**src/rtl/sha_fold_core.sv**
```systemverilog
// sha_fold_core: folded SHA-256 compression core.
//
// The core takes one 512-bit message block, a 256-bit chaining value and an
// opaque tag. It runs the 64 SHA-256 rounds through UNROLL combinationally
// chained round instances per clock, adds the chaining value back in, and
// returns the new chaining value together with the unchanged tag.
//
// Ports:
//   clk        clock
//   reset      synchronous, active-high reset
//   in_valid   job offered on in_M / in_H / in_tag
//   in_ready   core accepts a job on this cycle's edge when in_valid is high
//   in_M       message block, W0 = in_M[511:480] ... W15 = in_M[31:0]
//   in_H       chaining value, H0 = in_H[255:224] ... H7 = in_H[31:0]
//   in_tag     opaque tag, returned unchanged with the result
//   out_valid  result available on out_H / out_tag
//   out_ready  consumer takes the result on this cycle's edge
//   out_H      in_H + compress(in_M), same word order as in_H
//   out_tag    tag of the job that produced out_H
//
// Parameters:
//   UNROLL     rounds per clock: 1, 2, 4, 8 or 16
//   TAG_W      tag width
module sha_fold_core #(
    parameter int UNROLL = 1,
    parameter int TAG_W  = 32
) (
    input  logic             clk,
    input  logic             reset,
    input  logic             in_valid,
    output logic             in_ready,
    input  logic [511:0]     in_M,
    input  logic [255:0]     in_H,
    input  logic [TAG_W-1:0] in_tag,
    output logic             out_valid,
    input  logic             out_ready,
    output logic [255:0]     out_H,
    output logic [TAG_W-1:0] out_tag
);

    generate
        if (UNROLL != 1 && UNROLL != 2 && UNROLL != 4 && UNROLL != 8 && UNROLL != 16) begin : g_bad_unroll
            $error("sha_fold_core: UNROLL must be 1, 2, 4, 8 or 16");
        end
    endgenerate

    // Round constant ROM, element 0 first.
    localparam logic [0:63][31:0] K = {
        32'h428a2f98, 32'h71374491, 32'hb5c0fbcf, 32'he9b5dba5,
        32'h3956c25b, 32'h59f111f1, 32'h923f82a4, 32'hab1c5ed5,
        32'hd807aa98, 32'h12835b01, 32'h243185be, 32'h550c7dc3,
        32'h72be5d74, 32'h80deb1fe, 32'h9bdc06a7, 32'hc19bf174,
        32'he49b69c1, 32'hefbe4786, 32'h0fc19dc6, 32'h240ca1cc,
        32'h2de92c6f, 32'h4a7484aa, 32'h5cb0a9dc, 32'h76f988da,
        32'h983e5152, 32'ha831c66d, 32'hb00327c8, 32'hbf597fc7,
        32'hc6e00bf3, 32'hd5a79147, 32'h06ca6351, 32'h14292967,
        32'h27b70a85, 32'h2e1b2138, 32'h4d2c6dfc, 32'h53380d13,
        32'h650a7354, 32'h766a0abb, 32'h81c2c92e, 32'h92722c85,
        32'ha2bfe8a1, 32'ha81a664b, 32'hc24b8b70, 32'hc76c51a3,
        32'hd192e819, 32'hd6990624, 32'hf40e3585, 32'h106aa070,
        32'h19a4c116, 32'h1e376c08, 32'h2748774c, 32'h34b0bcb5,
        32'h391c0cb3, 32'h4ed8aa4a, 32'h5b9cca4f, 32'h682e6ff3,
        32'h748f82ee, 32'h78a5636f, 32'h84c87814, 32'h8cc70208,
        32'h90befffa, 32'ha4506ceb, 32'hbef9a3f7, 32'hc67178f2
    };

    localparam logic [6:0] RND_STEP = 7'(UNROLL);
    localparam logic [6:0] RND_LAST = 7'd64;

    typedef enum logic [1:0] {
        IDLE  = 2'd0,
        ROUND = 2'd1,
        FINAL = 2'd2,
        DONE  = 2'd3
    } state_t;

    state_t           state;
    state_t           state_nxt;
    logic [6:0]       rnd;
    logic [6:0]       rnd_inc;
    logic             accept;

    logic [511:0]     win;        // schedule window, word 0 in the top 32 bits
    logic [511:0]     win_nxt;
    logic [255:0]     work;       // working variables a..h, a in the top 32 bits
    logic [255:0]     work_nxt;
    logic [255:0]     h_save;
    logic [255:0]     final_sum;
    logic [TAG_W-1:0] tag_r;

    // ------------------------------------------------------------------
    // SHA-256 primitive functions
    // ------------------------------------------------------------------
    function automatic logic [31:0] big_sigma0(input logic [31:0] x);
        return {x[1:0], x[31:2]} ^ {x[12:0], x[31:13]} ^ {x[21:0], x[31:22]};
    endfunction

    function automatic logic [31:0] big_sigma1(input logic [31:0] x);
        return {x[5:0], x[31:6]} ^ {x[10:0], x[31:11]} ^ {x[24:0], x[31:25]};
    endfunction

    function automatic logic [31:0] small_sigma0(input logic [31:0] x);
        return {x[6:0], x[31:7]} ^ {x[17:0], x[31:18]} ^ {3'b000, x[31:3]};
    endfunction

    function automatic logic [31:0] small_sigma1(input logic [31:0] x);
        return {x[16:0], x[31:17]} ^ {x[18:0], x[31:19]} ^ {10'b0, x[31:10]};
    endfunction

    function automatic logic [31:0] choose(input logic [31:0] e, input logic [31:0] f,
                                           input logic [31:0] g);
        return (e & f) ^ (~e & g);
    endfunction

    function automatic logic [31:0] majority(input logic [31:0] a, input logic [31:0] b,
                                             input logic [31:0] c);
        return (a & b) ^ (a & c) ^ (b & c);
    endfunction

    // One compression round over the packed a..h vector.
    function automatic logic [255:0] sha_round(input logic [255:0] s, input logic [31:0] k,
                                               input logic [31:0] w);
        logic [31:0] a, b, c, d, e, f, g, h, t1, t2;
        {a, b, c, d, e, f, g, h} = s;
        t1 = h + big_sigma1(e) + choose(e, f, g) + k + w;
        t2 = big_sigma0(a) + majority(a, b, c);
        return {t1 + t2, a, b, c, d + t1, e, f, g};
    endfunction

    // Next schedule word from the current window: s1(w14) + w9 + s0(w1) + w0.
    function automatic logic [31:0] sched_word(input logic [511:0] wnd);
        return small_sigma1(wnd[63:32]) + wnd[223:192] + small_sigma0(wnd[479:448]) + wnd[511:480];
    endfunction

    // ------------------------------------------------------------------
    // Control: handshake and state sequencing
    // ------------------------------------------------------------------
    assign rnd_inc = rnd + RND_STEP;
    assign accept  = in_ready && in_valid;

    always_comb begin
        state_nxt = state;
        in_ready  = 1'b0;
        out_valid = 1'b0;
        case (state)
            IDLE: begin
                in_ready = 1'b1;
                if (in_valid) state_nxt = ROUND;
            end
            ROUND: begin
                if (rnd_inc == RND_LAST) state_nxt = FINAL;
            end
            FINAL: begin
                state_nxt = DONE;
            end
            DONE: begin
                out_valid = 1'b1;
                // A new job can be taken on the same edge that hands the
                // result over, which removes the IDLE bubble.
                if (out_ready) begin
                    in_ready  = 1'b1;
                    state_nxt = in_valid ? ROUND : IDLE;
                end
            end
            default: begin
                state_nxt = IDLE;
            end
        endcase
    end

    // ------------------------------------------------------------------
    // Datapath: UNROLL rounds chained per clock
    // ------------------------------------------------------------------
    always_comb begin
        work_nxt = work;
        win_nxt  = win;
        for (int u = 0; u < UNROLL; u++) begin
            work_nxt = sha_round(work_nxt, K[rnd[5:0] + 6'(u)], win_nxt[511:480]);
            win_nxt  = {win_nxt[479:0], sched_word(win_nxt)};
        end
    end

    always_comb begin
        final_sum = '0;
        for (int j = 0; j < 8; j++) begin
            final_sum[j*32 +: 32] = h_save[j*32 +: 32] + work[j*32 +: 32];
        end
    end

    // ------------------------------------------------------------------
    // Registers
    // ------------------------------------------------------------------
    always_ff @(posedge clk) begin
        if (reset) begin
            state   <= IDLE;
            rnd     <= '0;
            out_H   <= '0;
            out_tag <= '0;
        end else begin
            state <= state_nxt;
            if (accept) begin
                rnd <= '0;
            end else if (state == ROUND) begin
                rnd <= rnd_inc;
            end
            if (state == FINAL) begin
                out_H   <= final_sum;
                out_tag <= tag_r;
            end
        end
    end

    // Job payload registers carry no reset: they are only read after a load.
    always_ff @(posedge clk) begin
        if (accept) begin
            win    <= in_M;
            work   <= in_H;
            h_save <= in_H;
            tag_r  <= in_tag;
        end else if (state == ROUND) begin
            win    <= win_nxt;
            work   <= work_nxt;
        end
    end

endmodule

```
**config.mk**
```make
export PLATFORM = sky130hd
export DESIGN_NAME = sha_fold_core
export DESIGN_NICKNAME = d
export VERILOG_FILES = /design/src/rtl/sha_fold_core.sv
export SDC_FILE = /design/constraint.sdc
export NUM_CORES = 2
export LEC_CHECK = 0
export BUFFER_PORTS_ARGS = -buffer_cell sky130_fd_sc_hd__buf_2
export CORE_ASPECT_RATIO = 1.75
export CORE_UTILIZATION = 36
export DETAILED_ROUTE_END_ITERATION = 10
export GPL_TIMING_DRIVEN = 0
export PLACE_DENSITY = 0.51
export SETUP_SLACK_MARGIN = 0.4
export SYNTH_ARGS = -nofsm -noshare
export SYNTH_HDL_FRONTEND = slang
export SYNTH_SLANG_ARGS = --single-unit
```
**constraint.sdc**
```tcl
create_clock -name clk -period 14.96 [get_ports clk]
set_clock_uncertainty 0.05 [all_clocks]
set_input_delay 0.748 -clock clk [delete_from_list [all_inputs] [get_ports clk]]
set_output_delay 0.748 -clock clk [all_outputs]
set_load 0.05 [all_outputs]
```
==> out/qor.csv <==
stage,metric,value,unit
finish,final_layout_size_suffix_gt1_share,14.7,%
floorplan,initial_core_util,36.2,%
logic_synthesis,synthCells,8268,
sta,layout_min_cycle_time,12.86,ns
global_routing,grt_max_degree,66,
logic_synthesis,yosysMostFrequentCell,nand2_1,
setup_path,path_common_cell,o21ai_0,
setup_path,crit_path_max_fanout,12,
global_routing,top_usage_layer,met2,
clock_network,clock-sinks,1353,
detailed_routing,drt_iter0_drc,5561,
logic_synthesis,syn_area,79100,µm²
sta,final-max-slew-violation-count,12,
clock_network,numCtsBuffers,150,
setup_path,critPathMaxStageDelay,0.80,ns
detailed_routing,drt_pass1_iterations,8,
logic_synthesis,yosys.cell_types.count,94,
clock_network,cts_root_buffer,clkbuf_16,
sta,setup-tns-final,0,ns
floorplan,die_h,622,µm
global_routing,grt_use_total,35.6,%
global_routing,grt_pass1_vias,69030,
global_routing,grt-ovfl-total,0,
detailed_routing,drc,0,
logic_synthesis,synth.top_cells.by_count,"nand2_1 (2336), edfxtp_1 (1056), nor2_1 (524), inv_1 (418), o21ai_0 (417)",
placed_design,numPortBuffers,1093,
setup_path,endpoint_kind,register,
finish,area_growth,19.3,%
setup_path,required,15.52,ns
global_routing,gr-usage-met2,62.9,%
detailed_routing,vias_per_cell,5.42,
logic_synthesis,synth_edf_count,1056,
global_routing,grtUsageMet1,36.3,%
detailed_routing,post_drt_wl_per_cell,31.9,µm
logic_synthesis,ys_seq_area_share,47.6,%
clock_network,max-clock-path-buffers,4,
logic_synthesis,ys_top_cells_by_area,"edfxtp_1 (40%), nand2_1 (11%), dfxtp_1 (7.5%)",
finish,layout.nets,10974,
logic_synthesis,synth_largest_area_cell,edfxtp_1,
detailed_routing,drtAntennaViolNets,0,
sta,worst_slew_pin_slew,1.59,ns
floorplan,die_w,356,µm
detailed_routing,wl,403000,µm
clock_network,clk_pin_slew,0.07,ns
global_routing,grt_pass1_wl,543000,µm
clock_network,cts_htree_levels,4,
placed_design,dpl_cell_area,89000,µm²
logic_synthesis,synth_top_cell_area_share,40.1,%
logic_synthesis,ys_warn_count,0,
setup_path,critPathSlowestCell,clkinv_1,
finish,fill_cells,22016,
setup_path,crit_arrival,13.42,ns
clock_network,tritoncts,yes,
sta,rsz0062_at_grt,false,
worst_hold_path,hp-class,input port to register,
logic_synthesis,syn-num-nets,9660,
setup_path,crit_type,register to register,
setup_path,start_kind,register,
sta,setup_violations,0,
floorplan,ios,1094,
sta,max-slew-margin-rel,-6.18,%
sta,hold_violations,0,
sta,timing.fmax,77.7,MHz
finish,final_area,94400,µm²
detailed_routing,num_vias,68557,
finish,multi_input_area,38500,µm²
flow_run,cap_violations,1,
logic_synthesis,ys.flop_type,edfxtp_1,
sta,fin_crit_sh,86.0,%
logic_synthesis,async_reset_ff_share,0,%
logic_synthesis,syn_avg_cell_area,9.57,µm²
global_routing,grt_antenna_before_repair,181,
clock_network,cts_resized,0,
floorplan,num_rows,227,
status,violations,"max-capacitance violations, max-slew violations",
floorplan,die-area,222000,µm²
clock_network,insertion_delay,0.84,ns
logic_synthesis,ys_seq_elements,1353,
placed_design,gp_congestion,0.999,
global_routing,grt_use_met3,8.84,%
placed_design,hpwl,340000,µm
finish,register_area,37700,µm²
floorplan,core-area,218000,µm²
status,status,"complete, but fails checks",
==> per-layer routing <==
metal / vias up / wire (µm)
met5: - / 949
met4: 144 / 33700
met3: 972 / 31700
met2: 2997 / 201000
met1: 33338 / 136000
li1: 31106 / -
==> registers in the layout, indices dropped and copies added, names as in the netlist <==
register and count:
win 512, out_H 256, out_tag 32, state 2, tag_r 32, h_save 256
rnd 7, work 256
==> layout make-up <==
cell class                 instances  share of cell area [%]
antenna                           83                   0.220
buffer                           381                    1.55
clock buffer                     196                    4.34
clock inverter                    68                   0.837
inverter                         423                    1.68
multi-input combinational       6111                    40.7
sequential                      1353                    39.9
tap                             2862                    3.79
timing repair buffer            1162                    6.97
==> worst paths after layout <==
check / start / endpoint / slack [ns] / cells after the start
max: rnd[0] / work[255] / 2.10 / 39
min reg2reg: out_H[30] / out_H[30] / 0.40 / 2
max reg2reg: rnd[0] / work[255] / 2.10 / 39
min: in_H[191] / h_save[191] / 0.04 / 1
==> worst max-delay path: cells and delay by family, from the launching register on <==
family | cells | cell delay [ns]
AO/OA/AOI/OAI | 16 | 4.36
XOR/XNOR | 2 | 0.78
adder cells (fa/ha/maj) | 8 | 3.48
buffers and inverters | 7 | 2.00
flip-flops | 1 | 0.44
multiplexers | 1 | 0.26
AND/OR/NAND/NOR | 5 | 1.24
==> through the flow <==
| stage | hold WS (ns) | util (%) | setup WS (ns) | cells |
|---|---|---|---|---|
| after global placement | 0.382 | 40.4 | -4.14 | 12223 |
| after global routing | 0.0167 | 43.2 | 1.92 | 12587 |
| final | 0.0438 | 43.2 | 2.10 | 12639 |
| after floorplan | 0.407 | - | 2.45 | 8268 |
| after CTS | 0.000548 | 43.1 | 2.17 | 12556 |
| after detailed placement | 0.389 | 40.7 | 2.12 | 12254 |
==> cell usage in the layout (no fill, tap or decap), types with 39 or more instances in the layout <==
cell type  count
a211oi_1      72
a21o_1       197
a21oi_1      399
a31oi_1       57
buf_1         40
buf_2       1095
clkbuf_1     357
clkbuf_16    154
dfxtp_1      297
diode_2       83
edfxtp_1    1056
fa_1         195
ha_1         393
inv_1        418
mux2i_1      184
nand2_1     2336
nand2b_1      50
nand3_1       82
nor2_1       524
nor3_1        80
o21a_1        58
o21ai_0      417
o21bai_1      39
xnor2_1      325
xor2_1       236
==> cell families (layout without fill, tap and decap cells) <==
logic type	count (synthesis)	in the layout	synth area share, %
AND/OR/NAND/NOR	3267	3267	16.6
AO/OA/AOI/OAI	1489	1489	11.9
flip-flops	1353	1353	47.6
buffers and inverters	804	2230	3.82
adder cells (fa/ha/maj)	591	591	11.2
XOR/XNOR	564	564	6.26
multiplexers	200	200	2.63
other	0	83	0
==> what timing repair did <==
action                    CTS  global route
hold endpoints to repair   38             0
hold buffers               38             0
buffers inserted            0             0
Power is left out: the tool's default activity adds up to more than one toggle a clock period on the data nets, which glitch-free logic cannot reach.
